**config.mk**
```make
export PLATFORM = sky130hd
export DESIGN_NAME = sipo
export DESIGN_NICKNAME = d
export VERILOG_FILES = /design/src/rtl/sipo.sv
export SDC_FILE = /design/constraint.sdc
export NUM_CORES = 1
export LEC_CHECK = 0
export BUFFER_PORTS_ARGS = -buffer_cell sky130_fd_sc_hd__buf_2
export CAP_MARGIN = 40
export CORE_MARGIN = 1
export CORE_UTILIZATION = 58
export DETAILED_ROUTE_END_ITERATION = 8
export PLACE_DENSITY = 0.78
export SETUP_SLACK_MARGIN = 0.05
export SLEW_MARGIN = 40
export SYNTH_ARGS = -nofsm -noshare
export SYNTH_HDL_FRONTEND = slang
export SYNTH_SLANG_ARGS = --single-unit
```
**constraint.sdc**
```tcl
create_clock -name clk -period 3.7 [get_ports clk]
set_clock_uncertainty 0.2 [all_clocks]
set_input_delay 0.74 -clock clk [delete_from_list [all_inputs] [get_ports clk]]
set_output_delay 0.74 -clock clk [all_outputs]
set_load 0.02 [all_outputs]
```
**src/rtl/sipo.sv**
```systemverilog
// Serial-to-parallel packer: MSB-first symbol collector feeding a one-word
// holding register in front of the output FIFO. Partial-word flush via SIPO_FLUSH_EN.
module sipo #(
  parameter int unsigned DATA_W = 16,
  parameter int unsigned SYM_W  = 1
) (
  input  logic              clk,
  input  logic              rst_n,
  input  logic [SYM_W-1:0]  sym_i,
  input  logic              sym_valid_i,
  input  logic              flush_i,
  input  logic              clr_ovf_i,
  input  logic              fifo_full_i,
  output logic              fifo_wr_en_o,
  output logic [DATA_W-1:0] fifo_data_o,
  output logic              overflow_o,
  output logic              busy_o
);

  localparam int unsigned N     = DATA_W / SYM_W;
  localparam int unsigned CNT_W = $clog2(N) + 1;

  typedef enum logic {
    HOLD_EMPTY = 1'b0,
    HOLD_FULL  = 1'b1
  } hold_state_t;

  hold_state_t       state_q, state_d;
  logic [DATA_W-1:0] sr_q, sr_d;
  logic [DATA_W-1:0] hold_q, hold_d;
  logic [DATA_W-1:0] word_c;
  logic [CNT_W-1:0]  cnt_q, cnt_d, cnt_acc;
  logic              ovf_q, ovf_d, ovf_set;
  logic              full_evt, flush_evt, word_evt;

  // Collector: shift in the symbol, count accepted symbols (may reach N)
  always_comb begin
    sr_d    = sr_q;
    cnt_acc = cnt_q;
    if (sym_valid_i) begin
      sr_d    = {sr_q[DATA_W-SYM_W-1:0], sym_i};
      cnt_acc = cnt_q + CNT_W'(1);
    end
  end

  assign full_evt = (cnt_acc == CNT_W'(N));

`ifdef SIPO_FLUSH_EN
  logic [31:0] pad_bits;

  // A flush closes whatever has been accepted, including this cycle's symbol
  assign flush_evt = flush_i && (cnt_acc != '0);
  assign pad_bits  = 32'(SYM_W) * (32'(N) - 32'(cnt_acc));
  assign word_c    = sr_d << pad_bits;
`else
  logic unused_flush;

  assign unused_flush = flush_i;
  assign flush_evt    = 1'b0;
  assign word_c       = sr_d;
`endif

  assign word_evt = full_evt | flush_evt;
  assign cnt_d    = word_evt ? '0 : cnt_acc;

  assign fifo_wr_en_o = (state_q == HOLD_FULL) & ~fifo_full_i;

  // Hold stage next-state: refill on drain, drop new word when stalled
  always_comb begin
    state_d = state_q;
    hold_d  = hold_q;
    ovf_set = 1'b0;
    case (state_q)
      HOLD_EMPTY: begin
        if (word_evt) begin
          state_d = HOLD_FULL;
          hold_d  = word_c;
        end
      end
      HOLD_FULL: begin
        if (fifo_wr_en_o) begin
          if (word_evt) hold_d  = word_c;
          else          state_d = HOLD_EMPTY;
        end else if (word_evt) begin
          ovf_set = 1'b1;
        end
      end
    endcase
    ovf_d = ovf_set | (ovf_q & ~clr_ovf_i);
  end

  always_ff @(posedge clk or negedge rst_n) begin
    if (!rst_n) begin
      state_q <= HOLD_EMPTY;
      sr_q    <= '0;
      cnt_q   <= '0;
      hold_q  <= '0;
      ovf_q   <= 1'b0;
    end else begin
      state_q <= state_d;
      sr_q    <= sr_d;
      cnt_q   <= cnt_d;
      hold_q  <= hold_d;
      ovf_q   <= ovf_d;
    end
  end

  assign fifo_data_o = hold_q;
  assign overflow_o  = ovf_q;
  assign busy_o      = (cnt_q != '0) | (state_q == HOLD_FULL);

endmodule
```
# Word level (Yosys, flattened, before mapping)
# Cells that the tools add are included.
# totals
output_inout_bits,19
memories,0
elab_cells,27
latch_bits,0
ram_bits,0
mem_bits_ro,0
ff_bits,39
# op_classes
div,0
n_addsub,1
reduce_logical,1
n_eq_ne,2
n_bitwise,7
multipliers,0
mux,11
shift,0
n_lt_le_gt_ge,0
# ops
cell,n
2-to-1 mux 16 bit,3
one-hot mux 16 bit (2 select lines),1
2-to-1 mux 5 bit,2
"adder 5 x 1 -> 5 bit, second input constant",1
"equality test 5 bit, second input constant",1
nonzero test 5 bit,1
2-to-1 mux 1 bit,4
inverter 1 bit,3
bitwise AND 1 bit,2
"!= test 2 bit, second input constant",1
OR 1 bit,2
one-hot mux 1 bit (2 select lines),1

# Depth between registers and ports, before layout
# Gate-level depths: netlist (run 1).
# logic_depth
ltp_word,7
ltp_mapped,6

# Worst setup path after synthesis (run 1)
# Ideal clock, no wire load.
# synth_timing
path_kind,in2reg
from,input sym_valid_i
to,register hold_q[10] (netlist: fifo_data_o[10])
setup_time_ns,0.125
slack_ns,1.328
path_buffers,1
required_time_ns,3.375
stages,5
arrival_time_ns,2.046
path_cell_list,or4_1 -> o31ai_2 -> nand4_4 -> buf_6 -> mux2_4
# synth_between
elab_chain_len,5
elab_cells_between_ends,6
classes_between,eq/ne: 1; mux: 5
# synth_lines
item,line,rtl
start: declaration,10,"input logic sym_valid_i,"
2-to-1 mux 5 bit,40,if (sym_valid_i) begin
equality test 5 bit,46,assign full_evt = (cnt_acc == CNT_W'(N));
2-to-1 mux 16 bit (*),"75, 82",
2-to-1 mux 16 bit,81,if (fifo_wr_en_o) begin
one-hot mux 16 bit (2 select lines) (*),73,case (state_q)
end signal: assignment,103,hold_q <= hold_d;
end: declaration,30,"logic [DATA_W-1:0] hold_q, hold_d;"
# Mark *: on every way between the ends. The rest lies on a longest branch, timed or not. The select of a mux whose other input is x is not followed.
# A chain may end at the register's enable or synchronous reset.

# Worst setup path after layout (run 1)
# layout_timing
from,register cnt_q[0]
to,output busy_o
# layout_between
elab_chain_len,2
# layout_lines
item,line,rtl
start: declaration,32,"logic [CNT_W-1:0] cnt_q, cnt_d, cnt_acc;"
start signal: assignment,102,cnt_q <= cnt_d;
nonzero test 5 bit,110,assign busy_o = (cnt_q != '0) | (state_q == HOLD_FULL);
OR 1 bit,110,
end: declaration,17,output logic busy_o
# Every way passes these cells.

==> summary.md, run 1 <==
| Metric | Value |
|---|---|
| Period utilization | 0.700 |
| Layout Nets | ~140 |
| Yosys top cell area share | 0.613 |
| Die Width | 54.4 um |
| Post-DP HPWL | between 1.5 and 2 mm |
| WL/cell | around 15 um |
| CP bufs+invs | 2 |
| Seq cells post-synth | 39 |
| Clk_lat worst skew | ~0.34 ns |
| Synth cell types | 20 |
| Commonest non-fill, non-tap cells in the layout | 39 x dfrtp_1, 23 x buf_2, 22 x mux2_2 |
| DRT Pass-1 Iters | 2 |
| DIE HEIGHT | around 54 um |
| Final Power | approximately 1.5 mW |
| Vias in the first global route | ~850 |
| DRC | 0 |
| CTS max path bufs | 2 |
| DR iter-0 viols | 1 |
| Sequential-to-total area share from yosys stat | 0.613 |
| Instance count on the critical path | 5 |
| Worst r2r path cells | 5 |
| Max Fclk | about 390 MHz |
| Cell taking the most area after synthesis | dfrtp_1 |
| Post-synthesis net count | between 100 and 150 |
| Num ports | 26 |
| Clock Sink Count | 39 |
| Total gr overflow | 0 |
| Synth warn | 0 |
| CTS tree | yes |
| Die area | between 2000 and 3000 um^2 |
| FP Rows | 18 |
| Clock Root Buffer | clkbuf_4 |
| Startpoint Class | register |
| Routability Congestion | 0.744 |
| # fillers | 187 |
| TritonCTS Buffers | 5 |
| Peak supply drop | just over 0.0006 V |
| Min-Delay Path Class | in2async |
| Core Region | 2540 um^2 |
| ANT cells | 0 |
| Final setup viols | 0 |
| Share of cells above drive strength 1 | 0.504 |
| Initial antenna violation count | 0 |
| Critical path data arrival time | between 1.5 and 2 ns |
| Cell Area, Synth | roughly 1600 um^2 |
| Drt total wl | about 2.4 mm |
| Critical path required time | 2.76 ns |
| Synth-to-Final Area Change | 14.3% |
| Clock transition at path regs | ~0.11 ns |
| Worst-path maximum fanout | 6 |
| CP max stage cell | dfrtp_1 |
| Number of vias per cell | approximately 5.4 |
| Starting Density | 0.626 |
| Cells after Synth | 102 |
| RSZ-0062 raised after global routing | false |
| PortBufs | 24 |
| Slew margin rel. | 0.677 |
| Post-route ant nets | 0 |
| # hold bufs at CTS | 0 |
| Crit path largest cell delay | ~0.46 ns |
| Critical path capture point type | output pin |
| Leak | between 0.9 and 1 nW |
| Worst-margin pin slew | slightly below 0.5 ns |
| Status | finished, final reports clean |
| Synth area leaders | dfrtp_1 61%, mux2_2 16%, mux2_4 9.4% |
| PD cells | around 800 nW/um^2 |
| Final number of max-transition violations | 0 |
| Pin count of the biggest net entering global routing | 40 |
| H-tree Lvls | 2 |
| Leading cell type in the layout, fill and taps excluded | dfrtp_1 |
| Vias | 870 |
| Setup TNS | 0 ns |
| Max_cap viols | 0 |
| Global-route wire length before repair | about 3.8 mm |
| Final hold vios | 0 |
| Critical path type | reg2out |
| Critical path, cell by cell | inv_1, ha_1, nand2b_1, or4_1, buf_2 |
| Synth Area per Inst | 15.6 um^2 |
| Post-CTS Setup Inserts | 0 |
| CP top delay family | flip-flops |
| GRT Total Usage | 0.202 |
| Tmin final | 2.59 ns |
| Resized cells post-CTS | 0 |
[metrics by stage]
step	hold WS [ns]	util	cells	area, um^2	worst slack (ns)
3_3_place_gp	0.282	0.680	153	1730	0.839
2_1_floorplan	0.244	-	102	1590	1.33
5_1_grt	0.170	0.715	161	1820	1.03
3_5_place_dp	0.284	0.680	153	1730	0.814
6_report	0.146	0.715	161	1820	1.11
4_1_cts	0.304	0.714	161	1820	1.09
[synth_stat cells]
cell type and count:
xnor2_1 2, nor2b_1 1, inv_1 4, nand4_4 1, nand2b_1 1, o31ai_2 1
nand4_1 2, buf_1 2, nand2_1 5, o22ai_1 1, mux2_4 10, nand3_1 1
dfrtp_1 39, a21boi_0 1, xor2_1 3, o21ai_0 1, ha_1 2, or4_1 2
buf_6 1, mux2_2 22
[kinds of logic after synthesis]
group	synth area share
AOI/OAI and AO/OA	0.0196
buffers and inverters	0.0212
xor gates and xnor gates	0.0275
and+or+nand+nor	0.0534
adders and majority gates	0.0157
DFF	0.613
muxes	0.250
[routing by layer]
layer / global-route usage / part of all wire / up-vias
met4: 0.103 / 0.022 / 0
met3: 0.0833 / 0.037 / 4
li1: - / - / 413
met5: 0 / 0 / -
met2: 0.321 / 0.49 / 16
met1: 0.234 / 0.45 / 437
[layout make-up]
cell class              instances  area [um^2]  area share
clock buffers                   6         51.3      0.0282
clock inverters                 2         35.0      0.0192
repair buffers                 24          123      0.0674
well taps                      30         37.5      0.0206
flip-flops and latches         39          976       0.536
multi-input cells              56          583       0.320
inverters                       4         15.0     0.00825
[state kept, by name (all words and copies together), names as in the netlist]
register     count
cnt_q            5
fifo_data_o     16
overflow_o       1
sr_q            16
state_q          1
[worst paths after layout]
kind	start	end	slack, ns
worst max-delay path	cnt_q[0]	busy_o	1.11
worst min-delay path	rst_n	state_q	0.15
worst max register to register	cnt_q[0]	fifo_data_o[11]	1.30
worst min register to register	sr_q[15]	sr_q[15]	0.30
max in group asynchronous	rst_n	sr_q[6]	2.82
min in group clk	sr_q[15]	sr_q[15]	0.30
[where the power goes]
part           internal, mW  total (mW)  switching (mW)
clock                 0.160       0.290           0.131
combinational         0.239       0.489           0.250
sequential            0.586       0.682          0.0963
total                 0.985        1.46           0.477
Note: power is estimated with default switching activity, not from simulation.
==> run 2, diff against run 1 <==
- CORE_UTILIZATION: 58 -> 49
- PLACE_DENSITY: 0.78 -> 0.7
- clock period: 3.7 -> 2.35 ns (I/O delays scaled with it)
==> run 2 against run 1 <==
  * First-iteration DRC count grew to 22 times the previous value
  * Sequential share of layout area decreased by 1.3 points
  * Die area rose by 18%
  * Critical path depth unchanged
  * Combinational power is 72% higher
  * Largest cell class unchanged
  * Count of clock-buffer cells in the layout is 1 higher
  * Total power grew 52%
  * Clock power is 7.6% higher
  * Cell area increased by 2.7%
  * Sequential cell count stayed put
==> summary.md, run 2 (synthesis gave the netlist of run 1 again) <==
| Metric | Value |
|---|---|
| FP Rows | 20 (was 18) |
| Final number of max-transition violations | 0 (unchanged) |
| Clock network fraction of total power | 0.141 (was 0.199) |
| RR Startpoint | cnt_q[1] (was cnt_q[0]) |
| Fin area | 1870 um^2 (was 1820 um^2) |
| Starting Density | 0.517 (was 0.626) |
| Pin count of the biggest net entering global routing | 40 (unchanged) |
| Routability Congestion | 0.723 (was 0.744) |
| PD cells | 1190 nW/um^2 (was 803 nW/um^2) |
| RSZ-0062 raised after global routing | true (was false) |
| Total gr overflow | 0 (unchanged) |
| PortBufs | 24 (unchanged) |
| Global-route wire length before repair | 4.04 mm (was 3.84 mm) |
| Max Fclk | around 440 MHz |
| NetSw | 0.756 mW (was 0.477 mW) |
| Startpoint Class | register (unchanged) |
| Worst r2r path cells | 7 (was 5) |
| DRC | 0 (unchanged) |
| Clock Sink Count | 39 (unchanged) |
| TritonCTS Buffers | 5 (unchanged) |
| Final Non-Filler Cells | 181 (was 161) |
| Hold Startpoint | clr_ovf_i |
| Layout Nets | 145 (was 139) |
| Num ports | 26 (unchanged) |
| Tmin final | roughly 2.2 ns |
| Clock Root Buffer | clkbuf_4 (unchanged) |
| Worst-margin pin slew | 0.459 ns (was 0.485 ns) |
| Post-DP HPWL | 1.63 mm (was 1.58 mm) |
| Final Worst Setup Slack | 0.100 ns (was 1.11 ns) |
| Critical path required time | 1.68 ns (was 2.76 ns) |
| Dpl ws | 0.121 ns (was 0.814 ns) |
| GRT Total Usage | 0.165 (was 0.202) |
| Critical path type | reg2out (unchanged) |
| CTS max path bufs | 2 (unchanged) |
| Setup TNS | 0 ns (unchanged) |
| Clock transition at path regs | 0.11 ns (about the same) |
| DIE HEIGHT | 59.0 um (was 54.4 um) |
| Worst reg2reg path endpoint | fifo_data_o[10] (was fifo_data_o[11]) |
| Reg power frac | 0.480 (was 0.467) |
| Max_cap viols | 0 (unchanged) |
| Commonest non-fill, non-tap cells in the layout | 38 x dfrtp_1, 22 x mux2_2, 22 x buf_2 (was 39 x dfrtp_1, 23 x buf_2, 22 x mux2_2) |
| WL/cell | 13.2 um (was 14.7 um) |
| Critical path data arrival time | 1.58 ns (was 1.65 ns) |
| Critical path capture point type | output pin (unchanged) |
| Core Region | 3080 um^2 (was 2540 um^2) |
| Cell depth of the worst hold path | 2 |
| Die Width | 59.0 um (was 54.4 um) |
| Share of cells above drive strength 1 | 0.511 (was 0.504) |
| Vias in the first global route | 870 (was 846) |
| Hold Path Sink | overflow_o |
| CP max stage cell | dfrtp_2 (was dfrtp_1) |
| Clk_lat worst skew | 0.33 ns (was 0.34 ns) |
| Int Power | 1.46 mW (was 0.985 mW) |
| Vias | 897 (was 870) |
| DRT Pass-1 Iters | 3 (was 2) |
| R2r setup slk | 0.14 ns (was 1.30 ns) |
| Final setup viols | 0 (unchanged) |
| DR iter-0 viols | 22 (was 1) |
| Crit path largest cell delay | 0.44 ns (was 0.46 ns) |
| Final Power | 2.22 mW (was 1.46 mW) |
| Critical path, cell by cell | inv_1, ha_1, nand2b_1, or4_1, buf_6 (was inv_1, ha_1, nand2b_1, or4_1, buf_2) |
| Leading cell type in the layout, fill and taps excluded | dfrtp_1 (unchanged) |
| Number of vias per cell | 4.96 (was 5.40) |
| Slew margin rel. | 0.694 (was 0.677) |
| Drt total wl | 2.38 mm (was 2.36 mm) |
| CTS tree | yes (unchanged) |
| Die area | 3480 um^2 (was 2960 um^2) |
| Initial antenna violation count | 0 (unchanged) |
| ANT cells | 0 (unchanged) |
| Switch share | 0.340 (was 0.326) |
| Placed cell areas | 1780 um^2 (was 1730 um^2) |
| Period utilization | 0.957 |
| Post-route ant nets | 0 (unchanged) |
| Min-Delay Path Class | in2reg (was in2async) |
| Synth-to-Final Area Change | 17.4% (was 14.3%) |
| Status | finished, final reports clean (unchanged) |
| H-tree Lvls | 2 (unchanged) |
| Worst-path maximum fanout | 4 (was 6) |
| Combinational fraction of design power | 0.379 (was 0.335) |
| Peak supply drop | 0.000592 V (was 0.000608 V) |
| Placed instance count | 169 (was 153) |
| Final hold vios | 0 (unchanged) |
| Leak | 0.955 nW (was 0.938 nW) |
[run 2: cell count changes in the layout (fill, tap and decap cells not counted)]
cell           delta
bufinv_16         -1
buf_12            +1
dlygate4sd3_1     +1
buf_2             -1
dfrtp_1           -1
buf_4             +4
dfrtp_2           +1
clkbuf_8          -1
buf_6             +1
clkbuf_1          +2
[run 2: per-layer routing]
metal | part of all wire | up-vias | GRT usage | wire (um)
met1 | 0.45 | 451 | 0.200 | 1070
met2 | 0.49 | 19 | 0.263 | 1170
met5 | 0 | - | 0 | 0
met4 | 0.021 | 0 | 0.102 | 49
li1 | - | 421 | - | -
met3 | 0.038 | 6 | 0.0459 | 91
[run 2: final cells by class]
cell class              count  area [um^2]
fillers                   263         1210
flip-flops and latches     39          977
multi-input cells          56          583
repair buffers             30          189
well taps                  44         55.1
clock buffers               7         45.0
inverters                   4         15.0
clock inverters             1         5.00
[run 2: worst max-delay path by stage]
| stage | from | to | slack (ns) | cells after the start |
|---|---|---|---|---|
| 2_1_floorplan | cnt_q[0] | fifo_data_o[10] | 0.23 | 6 |
| 3_3_place_gp | sym_valid_i | fifo_data_o[7] | 0.14 | 6 |
| 3_5_place_dp | sym_valid_i | fifo_data_o[6] | 0.12 | 6 |
| 4_1_cts | cnt_q[1] | busy_o | 0.06 | 5 |
| 5_1_grt | cnt_q[0] | busy_o | 0.02 | 5 |
| 6_report | cnt_q[0] | busy_o | 0.10 | 5 |
[run 2: what timing repair did]
| item | 4_1_cts | 5_1_grt |
|---|---|---|
| hold endpoints to repair | 0 | 39 |
| resized for setup | 1 | 2 |
| setup endpoints to repair | 1 | 1 |
| setup buffers | 2 | 1 |
| hold buffers | 0 | 1 |
[run 2: metrics by stage]
step / util / hold slack (ns)
2_1_floorplan: - / -0.0256
3_3_place_gp: 0.577 / 0.281
3_5_place_dp: 0.577 / 0.288
4_1_cts: 0.599 / 0.0337
5_1_grt: 0.607 / 0.0880
6_report: 0.607 / 0.110
[run 2: power by group through the flow]
| stage | clock network [mW] | registers, mW | logic (mW) |
|---|---|---|---|
| after floorplan | 0 | 1.18 | 0.461 |
| after global placement | 0 | 1.07 | 0.771 |
| after detailed placement | 0 | 1.09 | 0.792 |
| after CTS | 0.330 | 1.07 | 0.828 |
| after global routing | 0.367 | 1.10 | 0.913 |
| final | 0.312 | 1.07 | 0.841 |
[run 2: worst max-delay path: cells and delay by family, from the launching register on]
family                   cells  cell delay, ns
AND/OR/NAND/NOR              2            0.46
flip-flops                   1            0.44
buffers and inverters        2            0.21
adder cells (fa/ha/maj)      1            0.15
==> run 3, diff against run 2 <==
- ABC_AREA: default -> 1
- CORE_UTILIZATION: 49 -> 50
==> run 3 against run 2 <==
  * First-iteration DRC count increased by 110%
  * Sequential power decreased by 14%
  * Sequential cell count stayed put
  * Register-to-register slack gained 0.33 ns
  * Critical endpoint unchanged
  * Count of clock-buffer cells in the layout down 2
  * Sequential share of layout area down 2.1 points
  * Non-clock buffer count up 1
  * Clock power grew 46%
  * Global-route usage up 3.7 points
  * Worst setup slack improved by 0.33 ns
==> summary.md, run 3 <==
| Metric | Value |
|---|---|
| Status | finished, final reports clean (unchanged) |
| PD cells | 1030 nW/um^2 (was 1190 nW/um^2) |
| Max_cap viols | 0 (unchanged) |
| Worst-margin pin slew | 0.486 ns (was 0.459 ns) |
| CP bufs+invs | 1 (was 2) |
| Top cells by count, synth | 66 x nand2_1, 39 x dfrtp_1, 18 x inv_1, 16 x nand4_1, 15 x o21ai_0 (was 39 x dfrtp_1, 22 x mux2_2, 10 x mux2_4, 5 x nand2_1, 4 x inv_1) |
| Resized cells post-CTS | 0 (was 1) |
| Yosys top cell area share | 0.580 (was 0.613) |
| Min-Delay Path Class | in2reg (unchanged) |
| PortBufs | 24 (unchanged) |
| Slew margin rel. | 0.676 (was 0.694) |
| Synth warn | 0 (unchanged) |
| Vias in the first global route | 1140 (was 870) |
| Critical path, cell by cell | nor3_1, nand3_1, buf_2 (was inv_1, ha_1, nand2b_1, or4_1, buf_6) |
| Commonest non-fill, non-tap cells in the layout | 66 x nand2_1, 39 x dfrtp_1, 23 x buf_2 (was 38 x dfrtp_1, 22 x mux2_2, 22 x buf_2) |
| Max Fclk | 520 MHz (was 445 MHz) |
| Cell taking the most area after synthesis | dfrtp_1 (unchanged) |
| Startpoint Class | register (unchanged) |
| RSZ-0062 raised after global routing | false (was true) |
| Post-CTS Setup Inserts | 0 (was 2) |
| Num ports | 26 (unchanged) |
| Synth area leaders | dfrtp_1 58%, nand2_1 15%, nand4_1 6.0% (was dfrtp_1 61%, mux2_2 16%, mux2_4 9.4%) |
| Leading cell type in the layout, fill and taps excluded | nand2_1 (was dfrtp_1) |
| Crit path largest cell delay | 0.46 ns (was 0.44 ns) |
| Cell Area, Synth | 1680 um^2 (was 1590 um^2) |
| Total gr overflow | 0 (unchanged) |
| H-tree Lvls | 2 (unchanged) |
| Clock Sink Count | 39 (unchanged) |
| Post-DP HPWL | 2.05 mm (was 1.63 mm) |
| Post-synth EDFFs | 0 (unchanged) |
| Leak | 1.07 nW (was 0.955 nW) |
| Final setup viols | 0 (unchanged) |
| Die area | 3600 um^2 (was 3480 um^2) |
| Critical path type | reg2out (unchanged) |
| Routability Congestion | 0.797 (was 0.723) |
| Clock transition at path regs | 0.12 ns (was 0.11 ns) |
| DRT Pass-1 Iters | 4 (was 3) |
| CTS max path bufs | 2 (unchanged) |
| Tmin final | 1.92 ns (was 2.25 ns) |
| Vias | 1279 (was 897) |
| DIE HEIGHT | 60.0 um (was 59.0 um) |
| Critical path data arrival time | 1.25 ns (was 1.58 ns) |
| Critical path capture point type | output pin (unchanged) |
| Clk_lat worst skew | 0.35 ns (was 0.33 ns) |
| Async S/R FF share, synth | 1.00 (unchanged) |
| TritonCTS Buffers | 5 (unchanged) |
| Core Region | 3130 um^2 (was 3080 um^2) |
| Seq cells post-synth | 39 (unchanged) |
| Clock Root Buffer | clkbuf_4 (unchanged) |
| CTS tree | yes (unchanged) |
| Final Non-Filler Cells | 256 (was 181) |
| R2r setup slk | 0.47 ns (was 0.14 ns) |
| CP top delay family | flip-flops (was simple AND/OR/NAND/NOR gates) |
| Cells after Synth | 180 (was 102) |
| ANT cells | 0 (unchanged) |
| Peak supply drop | 0.000574 V (was 0.000592 V) |
| Number of vias per cell | 5.00 (was 4.96) |
| Final number of max-transition violations | 0 (unchanged) |
| DRC | 0 (unchanged) |
| Drt total wl | 3.04 mm (was 2.38 mm) |
| Top FF cell, synth | dfrtp_1 (unchanged) |
| Most frequent cell after synthesis | nand2_1 (was dfrtp_1) |
| Layout Nets | 220 (was 145) |
| CP max stage cell | dfrtp_1 (was dfrtp_2) |
| FP Rows | 20 (unchanged) |
| # fillers | 280 (was 263) |
| # hold bufs at CTS | 0 (unchanged) |
| Pin count of the biggest net entering global routing | 40 (unchanged) |
| Global-route wire length before repair | 5.21 mm (was 4.04 mm) |
| Worst-path maximum fanout | 4 (unchanged) |
| Post-route ant nets | 0 (unchanged) |
| Synth-to-Final Area Change | 15.8% (was 17.4%) |
| Period utilization | 0.819 (was 0.957) |
| Final hold vios | 0 (unchanged) |
| Sequential-to-total area share from yosys stat | 0.580 (was 0.613) |
| GRT Total Usage | 0.203 (was 0.165) |
| Post-synthesis net count | 189 (was 111) |
| Synth cell types | 19 (was 20) |
| Share of cells above drive strength 1 | 0.226 (was 0.511) |
| Placed instance count | 247 (was 169) |
| Die Width | 60.0 um (was 59.0 um) |
| Synth Area per Inst | 9.34 um^2 (was 15.6 um^2) |
| Setup TNS | 0 ns (unchanged) |
| Initial antenna violation count | 0 (unchanged) |
| WL/cell | 11.9 um (was 13.2 um) |
| Starting Density | 0.538 (was 0.517) |
| Critical path required time | 1.68 ns (about the same) |
| DR iter-0 viols | 47 (was 22) |
[run 3: report_power, final]
part	total, mW	leakage, nW	switching, mW	internal [mW]
Sequential	0.918	0.513	0.0878	0.830
Clock	0.455	0.0452	0.231	0.224
Combinational	0.629	0.508	0.430	0.199
Total	2.00	1.07	0.748	1.25
[run 3: cell type report]
class	instances	area, um^2	share of cell area
Sequential cell	39	976	0.501
Clock buffer	5	37.5	0.0193
Clock inverter	3	43.8	0.0225
Tap cell	44	55.1	0.0283
Multi-Input combinational cell	115	586	0.301
Timing Repair Buffer	31	178	0.0913
Inverter	19	71.3	0.0366
[run 3: path summary, 6_finish.rpt]
kind | from | end | cells after the start
min in group asynchronous | rst_n | sr_q[7] | 2
min | clr_ovf_i | overflow_o | 4
max | cnt_q[2] | busy_o | 3
max reg2reg | cnt_q[0] | fifo_data_o[3] | 10
min reg2reg | fifo_data_o[0] | fifo_data_o[0] | 2
max in group asynchronous | rst_n | sr_q[12] | 2
[run 3: logic make-up (layout without fill, tap and decap cells)]
| kind of cell | after synthesis | count (layout) | share of synthesized area |
|---|---|---|---|
| AOI/OAI and AO/OA | 18 | 18 | 0.0558 |
| and+or+nand+nor | 95 | 95 | 0.278 |
| adders and majority gates | 2 | 2 | 0.0149 |
| DFF | 39 | 39 | 0.580 |
| buffers and inverters | 26 | 58 | 0.0714 |
[run 3: metal layers]
metal  track usage  up-vias  share of wire
li1              -      643              -
met1         0.284      608           0.48
met2         0.292       23           0.47
met3        0.0649        5          0.036
met4        0.0797        0          0.017
met5             0        -              0
[run 3: per-stage QoR]
step / area, um^2 / power, mW / hold slack [ns] / util / setup slack, ns
CTS: 1930 / 2.02 / 0.0217 / 0.618 / 0.406
finish: 1950 / 2.00 / 0.163 / 0.622 / 0.425
global placement: 1850 / 1.54 / 0.248 / 0.592 / 0.458
detailed placement: 1850 / 1.56 / 0.254 / 0.592 / 0.398
floorplan: 1680 / 1.37 / -0.0256 / - / 0.572
global route: 1950 / 2.14 / 0.168 / 0.622 / 0.308
[run 3: worst reg2reg max path, stage by stage, from the launching register on]
cell and delay (ns):
dfrtp_1 0.39, inv_1 0.07, ha_1 0.29, inv_1 0.06, nand2_1 0.05, nand2_2 0.10
nand3_4 0.10, nor2_8 0.16, nand3_4 0.18, nand2_1 0.12, nand2_1 0.05
